[config.mk]
export PLATFORM = sky130hd
export DESIGN_NAME = switch_allocator
export DESIGN_NICKNAME = d
export VERILOG_FILES = /design/src/rtl/switch_allocator_pkg.sv /design/src/rtl/routing_table.sv /design/src/rtl/switch_allocator.sv
export SDC_FILE = /design/constraint.sdc
export NUM_CORES = 1
export LEC_CHECK = 0
export ABC_AREA = 1
export CAP_MARGIN = 20
export CORE_ASPECT_RATIO = 1.25
export CORE_MARGIN = 2
export CORE_UTILIZATION = 57
export DETAILED_ROUTE_END_ITERATION = 6
export PLACE_DENSITY = 0.83
export SYNTH_ARGS = -nofsm -noshare
export SYNTH_HDL_FRONTEND = slang
export SYNTH_SLANG_ARGS = --single-unit
[constraint.sdc]
create_clock -name clk -period 3.05 [get_ports clk]
set_input_delay 0.61 -clock clk [delete_from_list [all_inputs] [get_ports clk]]
set_output_delay 0.61 -clock clk [all_outputs]
set_load 0.01 [all_outputs]
[src/rtl/switch_allocator_pkg.sv]
// Shared constants for the mesh switch allocator: address/direction widths,
// direction codes, port indices and the direction-to-port mapping.
package switch_allocator_pkg;

  localparam int ADDR_SZ   = 4;
  localparam int BITS_DIR  = 3;
  localparam int NUM_PORTS = 5;
  localparam int PORT_SZ   = 3;

  localparam logic [BITS_DIR-1:0] DIR_NORTH = 3'd0;
  localparam logic [BITS_DIR-1:0] DIR_EAST  = 3'd1;
  localparam logic [BITS_DIR-1:0] DIR_SOUTH = 3'd2;
  localparam logic [BITS_DIR-1:0] DIR_WEST  = 3'd3;
  localparam logic [BITS_DIR-1:0] DIR_LOCAL = 3'd4;

  localparam logic [PORT_SZ-1:0] P_LOCAL = 3'd0;
  localparam logic [PORT_SZ-1:0] P_NORTH = 3'd1;
  localparam logic [PORT_SZ-1:0] P_EAST  = 3'd2;
  localparam logic [PORT_SZ-1:0] P_SOUTH = 3'd3;
  localparam logic [PORT_SZ-1:0] P_WEST  = 3'd4;

  typedef enum logic {
    OUT_IDLE,
    OUT_LOCKED
  } out_state_t;

  function automatic logic [PORT_SZ-1:0] dir_to_port(input logic [BITS_DIR-1:0] dir);
    case (dir)
      DIR_NORTH: return P_NORTH;
      DIR_EAST:  return P_EAST;
      DIR_SOUTH: return P_SOUTH;
      DIR_WEST:  return P_WEST;
      default:   return P_LOCAL;
    endcase
  endfunction

  function automatic logic [PORT_SZ-1:0] port_inc(input logic [PORT_SZ-1:0] p);
    return (p == P_WEST) ? P_LOCAL : p + 3'd1;
  endfunction

endpackage

[src/rtl/routing_table.sv]
// XY dimension-order routing for the 3x3 mesh: resolve X first, then Y.
// Node address = 3*y + x; EAST is +x, SOUTH is +y.
module routing_table
  import switch_allocator_pkg::*;
(
  input  logic [ADDR_SZ-1:0]  router_id,
  input  logic [ADDR_SZ-1:0]  dest,
  output logic [BITS_DIR-1:0] dir
);

  function automatic logic [1:0] addr_x(input logic [ADDR_SZ-1:0] a);
    case (a)
      4'd0, 4'd3, 4'd6: return 2'd0;
      4'd1, 4'd4, 4'd7: return 2'd1;
      default:          return 2'd2;
    endcase
  endfunction

  function automatic logic [1:0] addr_y(input logic [ADDR_SZ-1:0] a);
    case (a)
      4'd0, 4'd1, 4'd2: return 2'd0;
      4'd3, 4'd4, 4'd5: return 2'd1;
      default:          return 2'd2;
    endcase
  endfunction

  logic [1:0] cur_x, cur_y, dst_x, dst_y;

  always_comb begin
    cur_x = addr_x(router_id);
    cur_y = addr_y(router_id);
    dst_x = addr_x(dest);
    dst_y = addr_y(dest);
    if (dst_x > cur_x)      dir = DIR_EAST;
    else if (dst_x < cur_x) dir = DIR_WEST;
    else if (dst_y > cur_y) dir = DIR_SOUTH;
    else if (dst_y < cur_y) dir = DIR_NORTH;
    else                    dir = DIR_LOCAL;
  end

endmodule

[src/rtl/switch_allocator.sv]
// Wormhole switch allocator: per-output round-robin lock held head to tail.
// Optional stall watchdog enabled by defining SA_WATCHDOG_EN.
module switch_allocator
  import switch_allocator_pkg::*;
#(
  parameter logic [ADDR_SZ-1:0] ROUTER_ID = '0
) (
  input  logic                           clk,
  input  logic                           rst_n,
  input  logic [NUM_PORTS-1:0]           in_valid,
  input  logic [NUM_PORTS-1:0]           in_head,
  input  logic [NUM_PORTS-1:0]           in_tail,
  input  logic [NUM_PORTS*ADDR_SZ-1:0]   in_dest,
  output logic [NUM_PORTS-1:0]           in_ready,
  input  logic [NUM_PORTS-1:0]           out_ready,
  output logic [NUM_PORTS-1:0]           out_valid,
  output logic [NUM_PORTS*NUM_PORTS-1:0] xbar_sel,
  output logic                           wd_err
);

  logic [BITS_DIR-1:0] route_dir  [NUM_PORTS];
  logic [PORT_SZ-1:0]  route_port [NUM_PORTS];
  logic [NUM_PORTS-1:0] req;
  logic [NUM_PORTS-1:0] in_locked;
  logic [NUM_PORTS-1:0] xfer;
  // own_mask[o] is the one-hot owner of output o, zero when unlocked
  logic [NUM_PORTS-1:0][NUM_PORTS-1:0] own_mask;

  genvar gi;

  for (gi = 0; gi < NUM_PORTS; gi++) begin : g_in
    routing_table u_rt (
      .router_id (ROUTER_ID),
      .dest      (in_dest[gi*ADDR_SZ +: ADDR_SZ]),
      .dir       (route_dir[gi])
    );
    assign route_port[gi] = dir_to_port(route_dir[gi]);
    assign req[gi]        = in_valid[gi] & in_head[gi] & ~in_locked[gi];
  end

  always_comb begin
    in_locked = '0;
    in_ready  = '0;
    for (int o = 0; o < NUM_PORTS; o++) begin
      in_locked = in_locked | own_mask[o];
      in_ready  = in_ready | (own_mask[o] & {NUM_PORTS{out_ready[o]}});
    end
  end

`ifdef SA_WATCHDOG_EN
  logic [NUM_PORTS-1:0] stall_max;
`endif

  for (gi = 0; gi < NUM_PORTS; gi++) begin : g_out
    out_state_t          state_reg, state_next;
    logic [PORT_SZ-1:0]  owner_reg, owner_next;
    logic [PORT_SZ-1:0]  rr_ptr_reg, rr_ptr_next;
    logic [NUM_PORTS-1:0] req_here;
    logic                grant_found;
    logic [PORT_SZ-1:0]  grant_idx;
    logic                locked;

    assign locked        = (state_reg == OUT_LOCKED);
    assign own_mask[gi]  = locked ? (NUM_PORTS'(1) << owner_reg) : '0;
    assign xfer[gi]      = locked & in_valid[owner_reg] & out_ready[gi];
    assign out_valid[gi] = locked & in_valid[owner_reg];
    assign xbar_sel[gi*NUM_PORTS +: NUM_PORTS] = own_mask[gi];

    always_comb begin
      for (int i = 0; i < NUM_PORTS; i++)
        req_here[i] = req[i] && (route_port[i] == PORT_SZ'(gi));
    end

    // Scan from the farthest candidate back to rr_ptr so the nearest wins
    always_comb begin
      logic [3:0] sum;
      logic [PORT_SZ-1:0] cand;
      grant_found = 1'b0;
      grant_idx   = rr_ptr_reg;
      sum         = '0;
      cand        = '0;
      for (int k = NUM_PORTS - 1; k >= 0; k--) begin
        sum  = {1'b0, rr_ptr_reg} + 4'(k);
        cand = (sum >= 4'd5) ? PORT_SZ'(sum - 4'd5) : PORT_SZ'(sum);
        if (req_here[cand]) begin
          grant_found = 1'b1;
          grant_idx   = cand;
        end
      end
    end

    always_comb begin
      state_next  = state_reg;
      owner_next  = owner_reg;
      rr_ptr_next = rr_ptr_reg;
      case (state_reg)
        OUT_IDLE: begin
          if (grant_found) begin
            state_next = OUT_LOCKED;
            owner_next = grant_idx;
          end
        end
        OUT_LOCKED: begin
          if (xfer[gi] && in_tail[owner_reg]) begin
            state_next  = OUT_IDLE;
            rr_ptr_next = port_inc(owner_reg);
          end
        end
      endcase
    end

    always_ff @(posedge clk or negedge rst_n) begin
      if (!rst_n) begin
        state_reg  <= OUT_IDLE;
        owner_reg  <= '0;
        rr_ptr_reg <= '0;
      end else begin
        state_reg  <= state_next;
        owner_reg  <= owner_next;
        rr_ptr_reg <= rr_ptr_next;
      end
    end

`ifdef SA_WATCHDOG_EN
    logic [7:0] stall_cnt_reg;

    always_ff @(posedge clk or negedge rst_n) begin
      if (!rst_n)
        stall_cnt_reg <= '0;
      else if (!locked || xfer[gi])
        stall_cnt_reg <= '0;
      else if (stall_cnt_reg != 8'hFF)
        stall_cnt_reg <= stall_cnt_reg + 8'd1;
    end

    assign stall_max[gi] = (stall_cnt_reg == 8'hFF);
`endif
  end

`ifdef SA_WATCHDOG_EN
  logic wd_err_reg;

  always_ff @(posedge clk or negedge rst_n) begin
    if (!rst_n)
      wd_err_reg <= 1'b0;
    else if (|stall_max)
      wd_err_reg <= 1'b1;
  end

  assign wd_err = wd_err_reg;
`else
  assign wd_err = 1'b0;
`endif

endmodule

==> metrics.md <==
| Metric | Value |
|---|---|
| Run status | completed |
| Comb power frac | between 80% and 90% |
| Antenna violations before repair | 0 |
| Routed length on met3 | 863 um |
| Post-synthesis area per instance | roughly 5.8 um2 |
| Largest net degree at the start of global routing | 30 |
| Startpoint of the most critical hold path | g_out[4].owner_reg[2] |
| Startpoint class of the critical path | flip-flop |
| Complex-gate fraction of the synthesized area | 15.44% |
| Critical Path Slowest Stage Cell | sky130_fd_sc_hd__clkdlybuf4s50_1 |
| Number of endpoints failing setup at the final stage | 0 |
| Latest clock arrival within the worst-skew pair | 0.28 ns |
| Full die area | 0.01065 mm2 |
| Synth Cell Area | about 0.0056 mm2 |
| Biggest fanout along the worst timing path | 9 |
| Number of diodes added for antenna fixing | 0 |
| Power share of the sequential group | 10.1% |
| Peak Freq | 0.3419 GHz |
| Crit path required time | ~2.4 ns |
| Count of unresolved DRC violations after routing | 0 |
| Die Width | around 93 um |
| Flop-to-flop setup slack | 0.24 ns |
| Hold path cells | 0 |
| R2r worst-path depth | 17 |
| Clock buffer count from CTS | 5 |
| Total negative slack for setup checks | 0 ns |
| Std cell rows | 40 |
| Most used flip-flop cell after synthesis | sky130_fd_sc_hd__dfrtp_1 |
| Congestion Overflow GR | 0 |
| Nets in the synthesized netlist | 1059 |
| Register clock-pin slew on the reported worst setup and hold paths | 0.05 ns |
| Number of buffers inserted for hold repair after clock tree synthesis | 0 |
| Proportion of synthesized chip area in sequential cells | 12.94% |
| Dpl cells | 1164 |
| Uppermost signal routing layer after detailed routing | met4 |
| Distinct cell type count after synthesis | 42 |
| Placeable Area | 0.009609 mm2 |
| RSZ-0062 raised after global routing | no |
| Met2 wire len | 7910 um |
| Worst min-delay path category | flip-flop to flip-flop |
| Number of nets still failing antenna checks after routing | 0 |
| Share of cell area taken by muxes after synthesis | 0% |
| Count of port buffers added during placement | 76 |
| Crit path capture type | output port |
| Max reg flops | 15 |
| Cell family contributing the most delay on the critical path | buffers and inverters |
| Leading cell types by total area after synthesis | sky130_fd_sc_hd__nand2_1 (21%), sky130_fd_sc_hd__dfrtp_1 (13%), sky130_fd_sc_hd__ha_1 (12%), sky130_fd_sc_hd__inv_1 (9.4%), sky130_fd_sc_hd__nand3_1 (7.2%) |
| Gpl congestion | 0.9844 |
| Switching power | roughly 4.8 mW |
| Minimum period implied by the final worst setup slack | 2.925 ns |
| #FFs+latches synth | 29 |
| CTS tree | built |
| EDFF count, synth | 0 |
| Wire length of the first global-routing pass | 26700 um |
| IR Drop Worst-Case VDD | 0.7509 mV |
| Number of sinks on the clock net | 29 |
| WL final | 15830 um |
| Relative area change from synthesis to final layout | 20.40% |
| Most common library cell in the layout ignoring fill and taps | sky130_fd_sc_hd__nand2_1 |
| P per Cell Area | 1186 mW/mm2 |
| Root buffer selected by CTS | sky130_fd_sc_hd__clkbuf_16 |
| 1st-pass router iterations | 7 |
| Worst Skew | 0.004263 ns |
| Capture point of the worst reg-to-reg path | g_out[0].owner_reg[0] |
| Net count, final | 1142 |
| Synthesized-area fraction occupied by and/or/nand/nor cells | 45.46% |
| Leading cell types in the layout, fill and taps excluded | sky130_fd_sc_hd__nand2_1 (313), sky130_fd_sc_hd__inv_1 (140), sky130_fd_sc_hd__nand3_1 (81) |
| Number of standard cells after synthesis | between 900 and 1000 |
| Worst hold slack across all endpoints | between 0.4 and 0.5 ns |
| GRT Resource Usage Total | 30.29% |
| Pleak | 3.911 nW |
| Bufs and invs on worst path | 2 |
| Main combinational cell family by area after synthesis | simple AND/OR/NAND/NOR gates |
| Layout cell share with drive strength beyond 1 | 11.95% |
| Detailed-placement wirelength estimate | between 10000 and 15000 um |
| Vias in the first global route | 5852 |
| Slew HR | 64.54% |
| Die boundary height | 114.9 um |
| Worst reg2reg path startpoint | g_out[0].rr_ptr_reg[1] |
| Total chip power | 8.006 mW |
| Initial core utilization | about three fifths |
| Fraction of the cycle the final worst path needs | 95.90% |
| Met1 Routed Length | 6582 um |
| First DRT Iteration DRCs | 403 |
| Cells along the critical path | inv_1 > ha_1 > nand2_1 > nor2_2 > a221oi_1 > o221ai_1 > clkdlybuf4s50_1 |
| Max Cap Viol | 0 |
| Top Ports | slightly below 80 |
| Xor/xnor cell area share of the yosys netlist | 1.406% |
| Switching share of power | approximately 60% |
| H-tree Lvls | 2 |
| Setup Fix Bufs, Post-CTS | 0 |
| Min-Delay Endpoint | g_out[4].owner_reg[2] |
| Number of vias per cell | 5.427 |
| Proportion of synthesized flip-flops having asynchronous set or reset | 100.0% |
| Biggest area consumer among synthesized cells | sky130_fd_sc_hd__nand2_1 |
| Fraction of synthesized cell area taken by the top area cell type | 20.96% |
| Type of the worst setup path | flip-flop to output port |
| Total number of vias | between 6000 and 7000 |
| Number of hold-slack violations in the final timing report | 0 |
| Worst-Margin Slew | 0.5319 ns |
| Data arrival time of the critical path | 2.32 ns |
| Final standard cell count with taps included and fillers excluded | 1172 |
| Yosys warns | 0 |
| Clock Path Buffers | 2 |
| Post-Synth Adder-Cell Area | 12.68% |
| Max-slew violations | 0 |
| Fillers | roughly 910 |
| Fraction of power consumed by the clock network | 6.5% |
| Internal power consumption | 3.254 mW |
| Routed len/inst | 13.51 um |
| Highest cell delay on the worst timing path | 0.52 ns |
## power by group through the flow
stage          Sequential (mW)  Combinational (mW)  Clock, mW
2_1_floorplan            0.730                5.11          0
3_3_place_gp             0.799                6.46          0
3_5_place_dp             0.803                6.55          0
4_1_cts                  0.798                6.60      0.516
5_1_grt                  0.841                7.57      0.534
6_report                 0.813                6.67      0.519
## metrics by stage
stage	util [%]	cell area, um2	setup WS [ns]
finish	70.25	6750	0.1250
detailed placement	68.24	6558	-0.02012
global placement	68.24	6558	0.02904
floorplan	-	5607	0.3463
CTS	69.96	6723	0.02759
global route	70.25	6750	0.006365
## cells in the mapped netlist, types with 4 or more instances
library cell / count
sky130_fd_sc_hd__nand3_1: 81
sky130_fd_sc_hd__o22ai_1: 7
sky130_fd_sc_hd__nor2_2: 13
sky130_fd_sc_hd__ha_1: 52
sky130_fd_sc_hd__inv_2: 17
sky130_fd_sc_hd__clkbuf_1: 8
sky130_fd_sc_hd__o21a_1: 4
sky130_fd_sc_hd__nor2_1: 69
sky130_fd_sc_hd__buf_4: 4
sky130_fd_sc_hd__inv_1: 141
sky130_fd_sc_hd__o21ai_1: 8
sky130_fd_sc_hd__o31ai_1: 6
sky130_fd_sc_hd__a21oi_1: 62
sky130_fd_sc_hd__nor3_1: 7
sky130_fd_sc_hd__o221ai_1: 5
sky130_fd_sc_hd__o21ai_0: 34
sky130_fd_sc_hd__nand2_1: 313
sky130_fd_sc_hd__xor2_1: 7
sky130_fd_sc_hd__nand2_2: 23
sky130_fd_sc_hd__nand3_2: 14
sky130_fd_sc_hd__a21oi_2: 9
sky130_fd_sc_hd__nand4_1: 17
sky130_fd_sc_hd__dfrtp_1: 29
## cell families after synthesis
family,after synthesis
AO/OA/AOI/OAI,143
XOR/XNOR,9
adder cells (fa/ha/maj),55
buffers and inverters,173
flip-flops,29
other,1
AND/OR/NAND/NOR,552
## repair_timing
action                                 in CTS  in global routing
gates resized for setup                     1                 14
endpoints found under the hold margin       0                  0
setup endpoints to repair                   1                 13
## area by class of cell
class	count	area (um2)	area share, %
multi-input cells	760	4223	62.56
repair buffers	89	870.8	12.90
flip-flops and latches	29	733.2	10.86
inverters	160	608.1	9.008
well taps	126	157.7	2.335
clock buffers	7	152.6	2.261
clock inverters	1	5.005	0.07414
## how the worst max path moves through the flow
| stage | slack (ns) | startpoint | cells after the start | end |
|---|---|---|---|---|
| 2_1_floorplan | 0.35 | g_out[0].rr_ptr_reg[0] | 17 | g_out[0].owner_reg[0] |
| 5_1_grt | 0.006 | g_out[3].owner_reg[0] | 7 | in_ready[4] |
| 6_report | 0.12 | g_out[3].owner_reg[0] | 7 | in_ready[4] |
| 3_3_place_gp | 0.03 | in_valid[1] | 6 | out_valid[1] |
| 4_1_cts | 0.03 | g_out[3].owner_reg[0] | 7 | in_ready[4] |
| 3_5_place_dp | -0.02 | in_valid[1] | 6 | out_valid[1] |
## per-layer routing
metal / vias to the layer above / GRT usage (%)
met5: - / 0
met4: 0 / 11.96
met3: 44 / 2.949
met2: 221 / 54.21
met1: 2846 / 37.53
li1: 3250 / -
Power figures use the tool's default switching activity.
